==> src/rtl/mac_dot_seq.sv <==
// mac_dot_seq: streams operand pairs through an external combinational multiplier
// and accumulates the products of each vector. Define SAT_EN to saturate the sum on overflow.
module mac_dot_seq #(
   parameter int IN_W  = 4,
   parameter int P_W   = 8,
   parameter int ACC_W = 12,
   parameter int CNT_W = 5
) (
   input  logic             clk,
   input  logic             rst_n,
   input  logic             in_valid,
   output logic             in_ready,
   input  logic [IN_W-1:0]  in_x,
   input  logic [IN_W-1:0]  in_y,
   input  logic             in_last,
   output logic [IN_W-1:0]  mult_x,
   output logic [IN_W-1:0]  mult_y,
   input  logic [P_W-1:0]   mult_p,
   output logic             out_valid,
   input  logic             out_ready,
   output logic [ACC_W-1:0] out_sum,
   output logic [CNT_W-1:0] out_count,
   output logic             out_ovf,
   output logic             dbg_state
);

   // Both ports use valid/ready: a beat moves only on a rising edge where valid && ready;
   // the producer keeps its payload stable while valid is high and ready is low.
   typedef enum logic {
      ACCUM = 1'b0,
      HOLD  = 1'b1
   } state_t;

   state_t             r_state;
   logic [IN_W-1:0]    r_mult_x;
   logic [IN_W-1:0]    r_mult_y;
   logic               r_s1_v;
   logic               r_s1_last;
   logic [ACC_W-1:0]   r_acc;
   logic [CNT_W-1:0]   r_cnt;
   logic               r_ovf;
   logic               r_out_valid;
   logic [ACC_W-1:0]   r_out_sum;
   logic [CNT_W-1:0]   r_out_count;
   logic               r_out_ovf;

   logic               w_in_xfer;
   logic               w_s1_closing;
   logic [ACC_W:0]     w_nxt;
   logic [ACC_W-1:0]   w_sum;
   logic [CNT_W-1:0]   w_cnt;
   logic               w_ovf;

   // A closing pair sitting in S1 blocks new input so the next vector starts clean.
   assign w_s1_closing = r_s1_v && r_s1_last;
   assign in_ready     = (r_state == ACCUM) && !w_s1_closing;
   assign w_in_xfer    = in_valid && in_ready;

   assign w_nxt = {1'b0, r_acc} + (ACC_W+1)'(mult_p);
   assign w_cnt = r_cnt + CNT_W'(1);
   assign w_ovf = r_ovf | w_nxt[ACC_W];

`ifdef SAT_EN
   // Once the vector has overflowed the sum pins at full scale until the vector closes.
   always_comb begin
      w_sum = w_nxt[ACC_W-1:0];
      if (w_nxt[ACC_W] || r_ovf) begin
         w_sum = '1;
      end
   end
`else
   always_comb begin
      w_sum = w_nxt[ACC_W-1:0];
   end
`endif

   // Operand stage and accumulate stage.
   always_ff @(posedge clk or negedge rst_n) begin
      if (!rst_n) begin
         r_mult_x    <= '0;
         r_mult_y    <= '0;
         r_s1_v      <= 1'b0;
         r_s1_last   <= 1'b0;
         r_acc       <= '0;
         r_cnt       <= '0;
         r_ovf       <= 1'b0;
         r_out_sum   <= '0;
         r_out_count <= '0;
         r_out_ovf   <= 1'b0;
      end else begin
         r_s1_v <= w_in_xfer;
         if (w_in_xfer) begin
            r_mult_x  <= in_x;
            r_mult_y  <= in_y;
            r_s1_last <= in_last;
         end
         if (r_s1_v) begin
            if (!r_s1_last) begin
               r_acc <= w_sum;
               r_cnt <= w_cnt;
               r_ovf <= w_ovf;
            end else begin
               r_out_sum   <= w_sum;
               r_out_count <= w_cnt;
               r_out_ovf   <= w_ovf;
               r_acc       <= '0;
               r_cnt       <= '0;
               r_ovf       <= 1'b0;
            end
         end
      end
   end

   // Result handshake control.
   always_ff @(posedge clk or negedge rst_n) begin
      if (!rst_n) begin
         r_state     <= ACCUM;
         r_out_valid <= 1'b0;
      end else begin
         case (r_state)
            ACCUM: begin
               if (w_s1_closing) begin
                  r_out_valid <= 1'b1;
                  r_state     <= HOLD;
               end
            end
            HOLD: begin
               if (out_ready) begin
                  r_out_valid <= 1'b0;
                  r_state     <= ACCUM;
               end
            end
            default: begin
               r_out_valid <= 1'b0;
               r_state     <= ACCUM;
            end
         endcase
      end
   end

   assign mult_x    = r_mult_x;
   assign mult_y    = r_mult_y;
   assign out_valid = r_out_valid;
   assign out_sum   = r_out_sum;
   assign out_count = r_out_count;
   assign out_ovf   = r_out_ovf;
   assign dbg_state = r_state;

endmodule

==> config.mk <==
export PLATFORM = sky130hd
export DESIGN_NAME = mac_dot_seq
export DESIGN_NICKNAME = d
export VERILOG_FILES = /design/src/rtl/mac_dot_seq.sv
export SDC_FILE = /design/constraint.sdc
export NUM_CORES = 1
export LEC_CHECK = 0
export BUFFER_PORTS_ARGS = -buffer_cell sky130_fd_sc_hd__buf_4
export CAP_MARGIN = 20
export CORE_ASPECT_RATIO = 1.75
export CORE_MARGIN = 1.5
export CORE_UTILIZATION = 40
export CTS_BUF_LIST = sky130_fd_sc_hd__clkbuf_4 sky130_fd_sc_hd__clkbuf_8
export DETAILED_ROUTE_END_ITERATION = 8
export PLACE_DENSITY = 0.68
export SLEW_MARGIN = 20
export SYNTH_ARGS = -nofsm -noshare
export SYNTH_HDL_FRONTEND = slang
export SYNTH_SLANG_ARGS = --single-unit
export TNS_END_PERCENT = 100
==> constraint.sdc <==
create_clock -name clk -period 2.4 [get_ports clk]
set_clock_uncertainty 0.05 [all_clocks]
set_input_delay 0.12 -clock clk [delete_from_list [all_inputs] [get_ports clk]]
set_output_delay 0.12 -clock clk [all_outputs]
set_load 0.05 [all_outputs]
# Word-level counts from Yosys, hierarchy flattened
# Cells that the tools add are included.
[totals]
regBits = 48
out_inout_bits = 29
word_cells = 33
[op_classes]
addsub = 2
n_eq_ne = 2
n_mux = 9
bitwise = 2
reduce_logical = 6
[ops]
columns = ["cell", "n"]
rows = [
  ["adder 12 x 8 -> 13 bit", 1],
  ["two-way mux 12 bit", 1],
  ["adder 5 x 1 -> 5 bit (second input constant)", 1],
  ["two-way mux 1 bit", 5],
  ["two-way mux 5 bit", 1],
  ["!= test 2 bit (second input constant)", 2],
  ["one-hot mux 1 bit (2 select lines)", 2],
  ["AND reduction 2 bit", 2],
  ["logical AND 1 bit", 3],
  ["zero test 1 bit", 1],
  ["inverter 1 bit", 1],
  ["OR 1 bit", 1],
]

# Logic depth before layout (Yosys ltp)
# Gate-level depths: netlist (run 1).
[depth]
ltp_word = 4
depth_mapped = 8
mapped_depth_nobuf = 8

# Least setup slack after synthesis (run 1)
# OpenSTA, ideal clock, no wires.
[synth_path]
kind = "flip-flop to flip-flop"
startpoint = "reg r_state, in the netlist dbg_state"
endpoint = "reg r_mult_x[0], in the netlist mult_x[0]"
arrival_time_ns = 2.220
required_ns = 2.225
slack_ns = 0.005
stages_incl_launch_ff = 4
path_buffers = 0
path_cell_list = "dfrtp_1 > a21oi_1 > nand2_1 > mux2_2"
[synth_between]
elab_chain_len = 3
[synth_rtl]
columns = ["element", "line_no", "source"]
rows = [
  ["start, declared", "34", "state_t r_state;"],
  ["start signal, assigned", "117", "r_state <= ACCUM;"],
  ["start signal, assigned", "124", "r_state <= HOLD;"],
  ["start signal, assigned", "130", "r_state <= ACCUM;"],
  ["inverter 1 bit", "--", ""],
  ["logical AND 1 bit", "56", "assign in_ready = (r_state == ACCUM) && !w_s1_closing;"],
  ["net in_ready", "12", "output logic in_ready,"],
  ["logical AND 1 bit", "57", "assign w_in_xfer = in_valid && in_ready;"],
  ["end signal, assigned", "93", "r_mult_x <= in_x;"],
  ["end, declared", "35", "logic [IN_W-1:0] r_mult_x;"],
]
# The timed path passes the listed nets, and every way through them passes these cells.
# A chain may end at the register's enable or synchronous reset.

# Final worst setup path (run 1)
[layout_path]
startpoint = "reg r_acc[0]"
endpoint = "reg r_acc[10]"
[layout_between]
elab_chain_len = 2
[layout_rtl]
columns = ["element", "line_no", "source"]
rows = [
  ["start, declared", "39", "logic [ACC_W-1:0] r_acc;"],
  ["start signal, assigned", "99", "r_acc <= w_sum;"],
  ["adder 12 x 8 -> 13 bit", "59", "assign w_nxt = {1'b0, r_acc} + (ACC_W+1)'(mult_p);"],
  ["two-way mux 12 bit", "98", "if (!r_s1_last) begin"],
]
# No other way between the ends.

==> results of run 1 <==
-- power by group --
| group | switching [mW] | internal, mW | leakage, nW | total, mW |
|---|---|---|---|---|
| Sequential | 0.284 | 1.16 | 0.598 | 1.45 |
| Combinational | 1.59 | 0.900 | 0.762 | 2.49 |
| Clock | 0.274 | 0.309 | 0.0541 | 0.583 |
| Total | 2.15 | 2.37 | 1.41 | 4.52 |
-- sequential cells by signal, indices dropped and copies added, names as in the netlist --
register,flops
mult_x,4
out_valid,1
mult_y,4
out_sum,12
r_s1_v,1
r_ovf,1
r_acc,12
out_count,5
dbg_state,1
out_ovf,1
r_s1_last,1
r_cnt,5
-- path summary, 6_finish.rpt --
check,startpoint,end,slack [ns]
setup reg to reg,r_acc[0]$_DFFE_PN0P_,r_acc[10]$_DFFE_PN0P_,0.14
hold reg to reg,out_sum[5]$_DFFE_PN0P_,out_sum[5]$_DFFE_PN0P_,0.43
setup / recovery,r_acc[0]$_DFFE_PN0P_,r_acc[10]$_DFFE_PN0P_,0.14
hold / removal,in_y[2],mult_y[2]$_DFFE_PN0P_,0.01
max in group asynchronous,rst_n,r_acc[5]$_DFFE_PN0P_,1.59
min in group asynchronous,rst_n,r_cnt[1]$_DFFE_PN0P_,0.31
-- kinds of logic after synthesis --
family	Yosys count
compound gates	60
flops	48
simple gates	62
mux	15
buf+inv	22
fa+ha+maj	10
xor+xnor	11
-- layer usage --
layer | wire length [µm] | part of all wire [%] | vias up
li1 | - | - | 936
met1 | 2160 | 41 | 913
met2 | 2730 | 52 | 44
met3 | 163 | 3.1 | 13
met4 | 187 | 3.6 | 0
met5 | 0 | 0 | -
-- cells in the final DEF (no fill, tap or decap), drive strengths merged, types with 8 or more instances in the layout --
master       instances
a21oi               10
buf                 56
dfrtp               48
dlygate4sd3         10
ha                   9
inv                 11
mux2                12
nand2               26
nor2                 9
o21ai               26
xnor2                8
-- layout make-up --
class	instances	area share (%)
repair buffers	66	17.0
clock inverters	3	1.39
multi-input cells	158	35.5
clock buffers	5	2.25
well taps	78	3.19
flip-flops and latches	48	39.3
inverters	11	1.35
-- timing repair --
| item | in CTS | in global routing |
|---|---|---|
| hold buffers | 10 | 0 |
| setup buffers | 0 | 0 |
| setup endpoints to repair | 0 | 1 |
| resized for setup | 0 | 1 |
| hold endpoints to repair | 58 | 0 |
==> impl_results.md, run 1 <==
- Filler Cell Count: a little under 600
- Post-synth EDFFs: 0
- Vias in the first global route: 1897
- Worst path cell trace: ha_1, inv_1, fa_2, and4b_1, o2111a_2, nor3_4, or4_1, o221ai_1
- Synth Area in Compound Gates: 15.8%
- Ys flop type: dfrtp_1
- Top-count cell post-synth: dfrtp_1
- Total grt overflow: 0
- Top cell type's share of synthesized area: between 50% and 60%
- Leading area contributor after synthesis: dfrtp_1
- Mapped Area: 0.00238 mm²
- Unique masters post-synth: 44
- Net count after synthesis: 259
- First-pass GRT wire length: between 8000 and 9000 µm
- CP Capture Type: flip-flop
- Post-synth top cells: dfrtp_1 (48), nand2_1 (26), o21ai_0 (26)
- Final worst slack: approximately 0.14 ns
- Final Max Tran Viols: 0
- Final hold violation count: 0
- Slew @ Worst Pin: 0.587 ns
- Drt first pass iters: 4
- Placed Area: roughly 0.0028 mm²
- Worst-case clock buffer depth: 2
- CP max stage cell: or4_1
- Post-Synth XOR/XNOR Area: under 10%
- # IOs: 50
- Gr usage total: 17.7%
- Clk_lat worst skew: approximately 0.30 ns
- WL per Instance: 14.2 µm
- CTS tree: built
- WHS Path Cells: 2
- Worst reg2reg path depth: 8
- Routed via count: roughly 1900
- Status: completed
- Nets@finish: between 300 and 400
- M1 GR Usage: 21.2%
- Data arrival, critical path: roughly 2.4 ns
- Setup TNS: 0 ns
- GR peak layer: met2
- Post-Synth Adder-Cell Area: under 10%
- Post-DP HPWL: 3900 µm
- Met3 Use GR: 2.85%
- Yosys reg bits: 48
- Final std cells w/o fill: 369
- Synthesized instance count: ~230
- Starting Density: 40.8%
- Met2 Usage GRT: around 30%
- Leakage: 1.41 nW
- Maximum clock rate: 442 MHz
- Final wirelength: 5240 µm
- Sequential Area: 0.00120 mm²
- Asr flop ratio synth: 100%
- N_diodes: 0
- Final instance area: 0.00306 mm²
- Site Rows: 37
- H-tree levels: 2
- Seq/Total Area, Yosys: between 50% and 60%
- Fin util: 52.4%
- Fin crit share: 94.2%
- Area contributors post-synth: dfrtp_1 (50%), o21ai_0 (5.5%), mux2_2 (5.2%), ha_1 (4.7%), nand2_1 (4.1%)
- Cell count along the critical path: 8
- Final setup violation count: 0
- I/O Buffers: 49
- Drc violations: 0
- GP Congestion: 0.884
- Warnings, synthesis: 0
- Worst vdd ir: 1.06 mV
- Area grow syn2layout: 28.5%
- Largest net degree at the start of global routing: 49
- Clock root cell: clkbuf_8
- Crit path kind: flip-flop to flip-flop
- Pwr/cell area: 1480 mW/mm²
- Initial DRC count: 50
- Worst min-delay path class: primary input to flip-flop
- # clock sinks: 48
- Largest family of logic cells by synthesized area: compound AO/OA/AOI/OAI gates
- Syn_area_per_cell: 10.4 µm²
- Minimum clock period: between 2 and 2.5 ns
- Worst-path clk slew: around 0.09 ns
- RSZ-0062 raised after global routing: no
- Die X: 61.3 µm
- Buffers & Inverters on Critical Path: 1
- Crit path largest cell delay: 0.51 ns
- Max_slew headroom: between 60 and 70%
- CTS buffer count: 5
- Die Area: 0.00644 mm²
- Max-cap violations: 0
- Antenna violations before repair: 0
- Worst slack at placement: 0.109 ns
- CP Max Fanout: 8
- Area of the multi-input gates: 0.00109 mm²
- Share of layout cells above drive strength 1: 29.2%
- WP data required: 2.57 ns
- Post-synthesis mux area share: 7.10%
- Core area: 0.00583 mm²
- Top Family by Delay on Critical Path: simple AND/OR/NAND/NOR gates
- Vias/cell: 5.17
- Startpoint types: flip-flop
- Post-route ant nets: 0
- Placed cell count: 351
- Post-Synth Simple-Gate Area: 13.0%
- Die Y: 105 µm
- Hold WS: approximately 0.013 ns
- Overall power: approximately 4.5 mW
(Power assumes the default switching activity.)
==> inputs of run 2 (changes only) <==
- ABC_AREA: default -> 1
- PLACE_DENSITY: 0.68 -> 0.69
- RECOVER_POWER: default -> 50
==> run 2 against run 1 <==
Effect of this change: cell count rose by 16%; die area decreased by 0.61%; combinational power is 14% lower; worst setup slack improved by 0.36 ns; via count rose by 3.3%; sequential share of layout area increased by 1.2 points; total power is 11% lower; global-route usage up 0.93 points; non-clock buffer count shrank 5; register-to-register slack better by 0.36 ns.
==> impl_results.md, run 2 <==
- Status: completed
- I/O Buffers: 49 (unchanged)
- Leading area contributor after synthesis: dfrtp_1
- WP data required: 2.59 ns (+0.02 ns)
- Post-synth EDFFs: 0 (unchanged)
- Vias in the first global route: 1961 (+3.4%)
- Crit-path most repeated cell: nand2_1
- Area grow syn2layout: 25.5%
- Pwr/cell area: 1360 mW/mm² (-8.1%)
- Mapped Area: 0.00236 mm² (-0.63%)
- Worst path cell trace: ha_1, inv_1, fa_1, nand3b_1, nand2_2, nand2_1, nand2_2, xor2_1, nand2_1, nand2_1
- Setup TNS: 0 ns (unchanged)
- Area contributors post-synth: dfrtp_1 (51%), nand2_1 (19%), ha_1 (4.8%), inv_1 (4.3%), nand3_1 (3.4%)
- Share of layout cells above drive strength 1: 15.6% (-14 points)
- Crit path kind: flip-flop to flip-flop
- Drc violations: 0 (unchanged)
- CP max stage cell: fa_1
- Final wirelength: 5290 µm (+0.95%)
- Top-count cell post-synth: nand2_1
- Yosys reg bits: 48 (unchanged)
- Startpoint types: flip-flop
- Nets@finish: 383 (+19%)
- Ys flop type: dfrtp_1
- Crit path largest cell delay: 0.39 ns (-0.12 ns)
- # clock sinks: 48 (unchanged)
- WL per Instance: 12.3 µm (-13%)
- Drt first pass iters: 6 (+2)
- Post-synth top cells: nand2_1 (120), dfrtp_1 (48), inv_1 (27)
- Routed via count: 1968 (+3.3%)
- Worst-path clk slew: 0.09 ns (about the same)
- Die Y: 105 µm (-0.30%)
- Worst-case clock buffer depth: 2 (unchanged)
- CTS buffer count: 5 (unchanged)
- Vias/cell: 4.59 (-11%)
- Die X: 61.1 µm (-0.30%)
- N_diodes: 0 (unchanged)
- Antenna violations before repair: 0 (unchanged)
- Buffers & Inverters on Critical Path: 1 (unchanged)
- Net count after synthesis: 320 (+24%)
- Gr usage total: 18.6% (+0.93 points)
- Warnings, synthesis: 0 (unchanged)
- Minimum clock period: 1.90 ns (-0.361 ns)
- Total grt overflow: 0 (unchanged)
- Seq/Total Area, Yosys: 50.8% (+0.32 points)
- Post-route ant nets: 0 (unchanged)
- First-pass GRT wire length: 9040 µm (+4.2%)
- Asr flop ratio synth: 100% (unchanged)
- Maximum clock rate: 527 MHz (+19%)
- Largest net degree at the start of global routing: 49 (unchanged)
- Final Max Tran Viols: 0 (unchanged)
- Top cell type's share of synthesized area: 50.8% (+0.32 points)
- Max-cap violations: 0 (unchanged)
- Initial DRC count: 69 (+38%)
- Most frequent cells in the layout: nand2_1 (120), dfrtp_1 (48), buf_4 (35)
- Data arrival, critical path: 2.09 ns (-0.34 ns)
- Unique masters post-synth: 26 (-41%)
- # IOs: 50 (unchanged)
- Post-CTS Setup Inserts: 0 (unchanged)
- Reg2reg start: r_acc[0]$_DFFE_PN0P_
- Syn_area_per_cell: 8.18 µm² (-22%)
- CTS tree: built
- Die Area: 0.00640 mm² (-0.61%)
- Leakage: 1.59 nW (+12%)
- Top Family by Delay on Critical Path: simple AND/OR/NAND/NOR gates
- CP Launch Point: r_acc[0]$_DFFE_PN0P_
- Clock root cell: clkbuf_8
- Slew @ Worst Pin: 1.20 ns (+0.615 ns)
- Synthesized instance count: 289 (+27%)
- Core area: 0.00563 mm² (-3.5%)
- Most common cell after layout, fill and taps aside: nand2_1
- CP Max Fanout: 3 (-5)
- H-tree levels: 2 (unchanged)
- Max_slew headroom: 19.9% (-41 points)
- Post-DP HPWL: 3830 µm (-1.8%)
- GP Congestion: 0.813 (-8.0%)
- Site Rows: 36 (-2.7%)
- Final setup violation count: 0 (unchanged)
- Clk_lat worst skew: 0.31 ns (about the same)
- Worst vdd ir: 0.850 mV (-19%)
- Hold WS: 0.100 ns (+0.0876 ns)
- CP Capture Type: flip-flop
- Fin crit share: 79.1% (-15 points)
- RSZ-0062 raised after global routing: no
- Worst min-delay path class: primary input to flip-flop
- Hold wc startpoint: in_valid
- Final hold violation count: 0 (unchanged)
- Starting Density: 42.0% (+1.2 points)
==> run 2: cell count changes in the layout (fill, tap and decap cells not counted), sizes merged, moves of 7 or more <==
cell    delta
clkbuf    +17
buf       -21
inv       +20
mux2      -12
a21oi      -7
nand3     +11
nand2     +98
==> run 2: final timing paths <==
path / to / slack (ns) / cells after the start
max in group asynchronous: out_sum[9]$_DFFE_PN0P_ / 1.02 / 2
hold / removal: mult_y[1]$_DFFE_PN0P_ / 0.10 / 4
hold reg to reg: mult_y[2]$_DFFE_PN0P_ / 0.44 / 2
setup reg to reg: out_sum[8]$_DFFE_PN0P_ / 0.50 / 10
min in group asynchronous: out_count[4]$_DFFE_PN0P_ / 0.54 / 2
setup / recovery: out_sum[8]$_DFFE_PN0P_ / 0.50 / 10
==> run 2: kinds of logic (layout without fill, tap and decap cells) <==
logic type | Yosys count | after routing | share of synthesized area (%)
buffers and inverters | 36 | 100 | 5.77
adder cells (fa/ha/maj) | 10 | 10 | 5.61
AND/OR/NAND/NOR | 157 | 157 | 27.8
flip-flops | 48 | 48 | 50.8
XOR/XNOR | 10 | 10 | 3.70
AO/OA/AOI/OAI | 28 | 28 | 6.30
==> run 2: stage by stage <==
step / instances / power (mW) / worst slack, ns / area (µm²) / utilization [%]
6_report: 429 / 4.04 / 0.501 / 2970 / 52.7
5_1_grt: 429 / 4.33 / 0.305 / 2970 / 52.7
4_1_cts: 429 / 4.17 / 0.495 / 3020 / 53.7
3_5_place_dp: 410 / 3.63 / 0.523 / 2820 / 50.0
3_3_place_gp: 410 / 3.59 / 0.588 / 2820 / 50.0
2_1_floorplan: 289 / 2.96 / 0.666 / 2360 / -
==> run 2: per-layer routing <==
metal / vias up / GRT usage, % / wire length, µm
met1: 894 / 22.9 / 2170
li1: 1025 / - / -
met2: 39 / 31.2 / 2830
met5: - / 0 / 0
met3: 10 / 3.22 / 152
met4: 0 / 7.30 / 140
==> run 2: layout make-up <==
class	instances	area (µm²)
clock buffer	7	90.1
clock inverter	1	7.51
fill	552	2660
inverter	31	116
multi-input combinational	205	1030
sequential	48	1200
tap	76	95.1
timing repair buffer	61	430
==> run 2: where the power goes <==
group / internal [mW] / switching (mW)
Combinational: 0.601 / 1.55
Clock: 0.246 / 0.278
Sequential: 1.13 / 0.230
==> run 2: timing repair <==
item                                   CTS  global route
resized for setup                        0             0
hold buffers                            11             0
endpoints found under the hold margin   59             0
==> run 2: worst min-delay path, cell delays in order <==
cell,delay [ns]
buf_4,0.10
nand2_4,0.09
nand2_1,0.07
nand2_1,0.04
==> inputs of run 3 (changes only) <==
- ABC_AREA: 1 -> 0
- PLACE_DENSITY: 0.69 -> 0.71
- clock period: 2.4 -> 1.59 ns (I/O delays scaled with it)
==> run 3 against run 2 <==
Effect of this change: the run now ends with setup timing left; fmax fell by 16%; worst hold slack got worse by 0.0053 ns; clock-buffer cell count fell by 2; non-clock buffer count rose by 43; routed wire length rose by 10%; sequential share of layout area fell by 7.6 points; die area rose by 0.61%; cell area rose by 23%; combinational power rose by 130%; critical path depth fell by 2; first-iteration DRC count fell by 17%; critical path type unchanged; largest power group unchanged.
==> impl_results.md, run 3 (synthesized netlist as in run 1, its figures left out) <==
- Status: finished with violations
- Failing checks: setup timing
- Crit path largest cell delay: 0.51 ns (+0.12 ns)
- I/O Buffers: 49 (unchanged)
- Post-DP HPWL: 4040 µm (+5.5%)
- Seq pwr share: 27.1% (-6.6 points)
- CP Max Fanout: 5 (+2)
- Final worst slack: -0.659 ns (-1.16 ns)
- Share of layout cells above drive strength 1: 48.6% (+33 points)
- Data arrival, critical path: 2.42 ns (+0.33 ns)
- Maximum clock rate: 445 MHz (-16%)
- Die Y: 105 µm (+0.31%)
- CP max stage cell: or4_4
- Slew @ Worst Pin: 1.06 ns (-0.144 ns)
- Site Rows: 37 (+2.8%)
- Die X: 61.3 µm (+0.30%)
- Max-cap violations: 0 (unchanged)
- CP Capture Type: flip-flop
- Total grt overflow: 0 (unchanged)
- P_sw: 3.71 mW (+80%)
- # clock sinks: 48 (unchanged)
- Antenna violations before repair: 0 (unchanged)
- Nets@finish: 359 (-6.3%)
- Worst min-delay path class: primary input to flip-flop
- Final hold violation count: 0 (unchanged)
- Most common cell after layout, fill and taps aside: buf_4
- Most frequent cells in the layout: buf_4 (77), dfrtp_1 (47), nand2_1 (22)
- Startpoint types: flip-flop
- Worst-case clock buffer depth: 2 (unchanged)
- Sw Share: 46.1% (-4.9 points)
- Pint: 4.34 mW (+120%)
- Fin crit share: 141% (+62 points)
- Setup TNS: -7.17 ns (-7.17 ns)
- Final Max Tran Viols: 0 (unchanged)
- H-tree levels: 2 (unchanged)
- Max_slew headroom: 29.4% (+9.6 points)
- CTS buffer count: 5 (unchanged)
- Top Family by Delay on Critical Path: simple AND/OR/NAND/NOR gates
- Final wirelength: 5840 µm (+10%)
- Drc violations: 0 (unchanged)
- Clock share of power: 11.3% (-1.7 points)
- WL per Instance: 14.3 µm (+16%)
- Comb power frac: 61.6% (+8.3 points)
- Drt first pass iters: 4 (-2)
- CTS tree: built
- Routed via count: 2079 (+5.6%)
- Vias/cell: 5.11 (+11%)
- First-pass GRT wire length: 9910 µm (+9.6%)
- Vias in the first global route: 2247 (+15%)
- Overall power: 8.04 mW (+99%)
- Pwr/cell area: 2200 mW/mm² (+62%)
- Worst-path clk slew: 0.10 ns (about the same)
- Minimum clock period: 2.25 ns (+0.351 ns)
- N_diodes: 0 (unchanged)
- Clk_lat worst skew: 0.31 ns (about the same)
- Core area: 0.00583 mm² (+3.6%)
- Post-route ant nets: 0 (unchanged)
- Starting Density: 40.8% (-1.2 points)
- GP Congestion: 0.851 (+4.8%)
- Buffers & Inverters on Critical Path: 1 (unchanged)
- # IOs: 50 (unchanged)
- Area grow syn2layout: 53.6%
- Crit path kind: flip-flop to flip-flop
- Worst path cell trace: ha_2, inv_2, fa_2, and4b_1, o2111a_2, nor3_4, or4_4, o221ai_2
- Leakage: 1.65 nW (+3.9%)
- Largest net degree at the start of global routing: 49 (unchanged)
- Clock root cell: clkbuf_8
- Worst vdd ir: 1.54 mV (+81%)
- Die Area: 0.00644 mm² (+0.61%)
- Gr usage total: 20.3% (+1.6 points)
- Final setup violation count: 21 (+21)
- RSZ-0062 raised after global routing: yes
- WP data required: 1.76 ns (-0.83 ns)
- Initial DRC count: 57 (-17%)
[run 3: final timing paths]
path | from | end | slack [ns] | depth (start not counted)
setup / recovery | r_acc[0]$_DFFE_PN0P_ | r_acc[10]$_DFFE_PN0P_ | -0.66 | 8
hold / removal | in_valid | r_s1_v$_DFF_PN0_ | 0.09 | 3
setup reg to reg | r_acc[0]$_DFFE_PN0P_ | r_acc[10]$_DFFE_PN0P_ | -0.66 | 8
hold reg to reg | out_sum[3]$_DFFE_PN0P_ | out_sum[3]$_DFFE_PN0P_ | 0.44 | 2
max in group asynchronous | rst_n | dbg_state$_DFF_PN0_ | 0.31 | 2
min in group asynchronous | rst_n | out_count[2]$_DFFE_PN0P_ | 0.45 | 2
[run 3: tightest hold or removal path: cells and delay by family]
| family | cells | cell delay [ns] |
|---|---|---|
| and+or+nand+nor | 1 | 0.13 |
| buffers and inverters | 2 | 0.20 |
[run 3: power groups by stage]
stage	sequential, mW	clock (mW)	combinational [mW]
2_1_floorplan	3.24	0	1.72
3_3_place_gp	2.16	0	4.16
3_5_place_dp	2.18	0	4.22
4_1_cts	2.18	0.952	4.69
5_1_grt	2.26	0.993	5.30
6_report	2.18	0.912	4.96
[run 3: metal layers]
layer  global-route usage (%)  up-vias  part of all wire, %
met5                        0        -                    0
met4                     10.4        0                  3.2
met2                     34.1       46                   56
li1                         -     1001                    -
met3                     3.47       15                  3.0
met1                     23.4     1017                   38
[run 3: metrics by stage]
step / std cells / worst slack, ns / util [%] / hold WS (ns) / area (µm²)
after floorplan: 228 / -0.552 / - / -0.266 / 2430
after global placement: 376 / -0.591 / 53.0 / 0.0845 / 3090
after detailed placement: 376 / -0.626 / 53.0 / 0.0886 / 3090
after CTS: 405 / -0.623 / 60.9 / 0.101 / 3550
after global routing: 407 / -0.728 / 62.7 / 0.130 / 3660
final: 407 / -0.659 / 62.7 / 0.0950 / 3660
[run 3: cell type report]
| type | count | area, µm² |
|---|---|---|
| repair buffers | 104 | 841 |
| multi-input cells | 158 | 1360 |
| fillers | 508 | 2180 |
| flip-flops and latches | 48 | 1200 |
| clock inverters | 3 | 46.3 |
| well taps | 78 | 97.6 |
| inverters | 11 | 41.3 |
| clock buffers | 5 | 68.8 |
[run 3: what timing repair did]
item	CTS	global route
endpoints found under the hold margin	59	0
pin swaps	24	12
resized for setup	41	23
hold buffers	11	0
setup endpoints to repair	19	23
buffers inserted	10	3
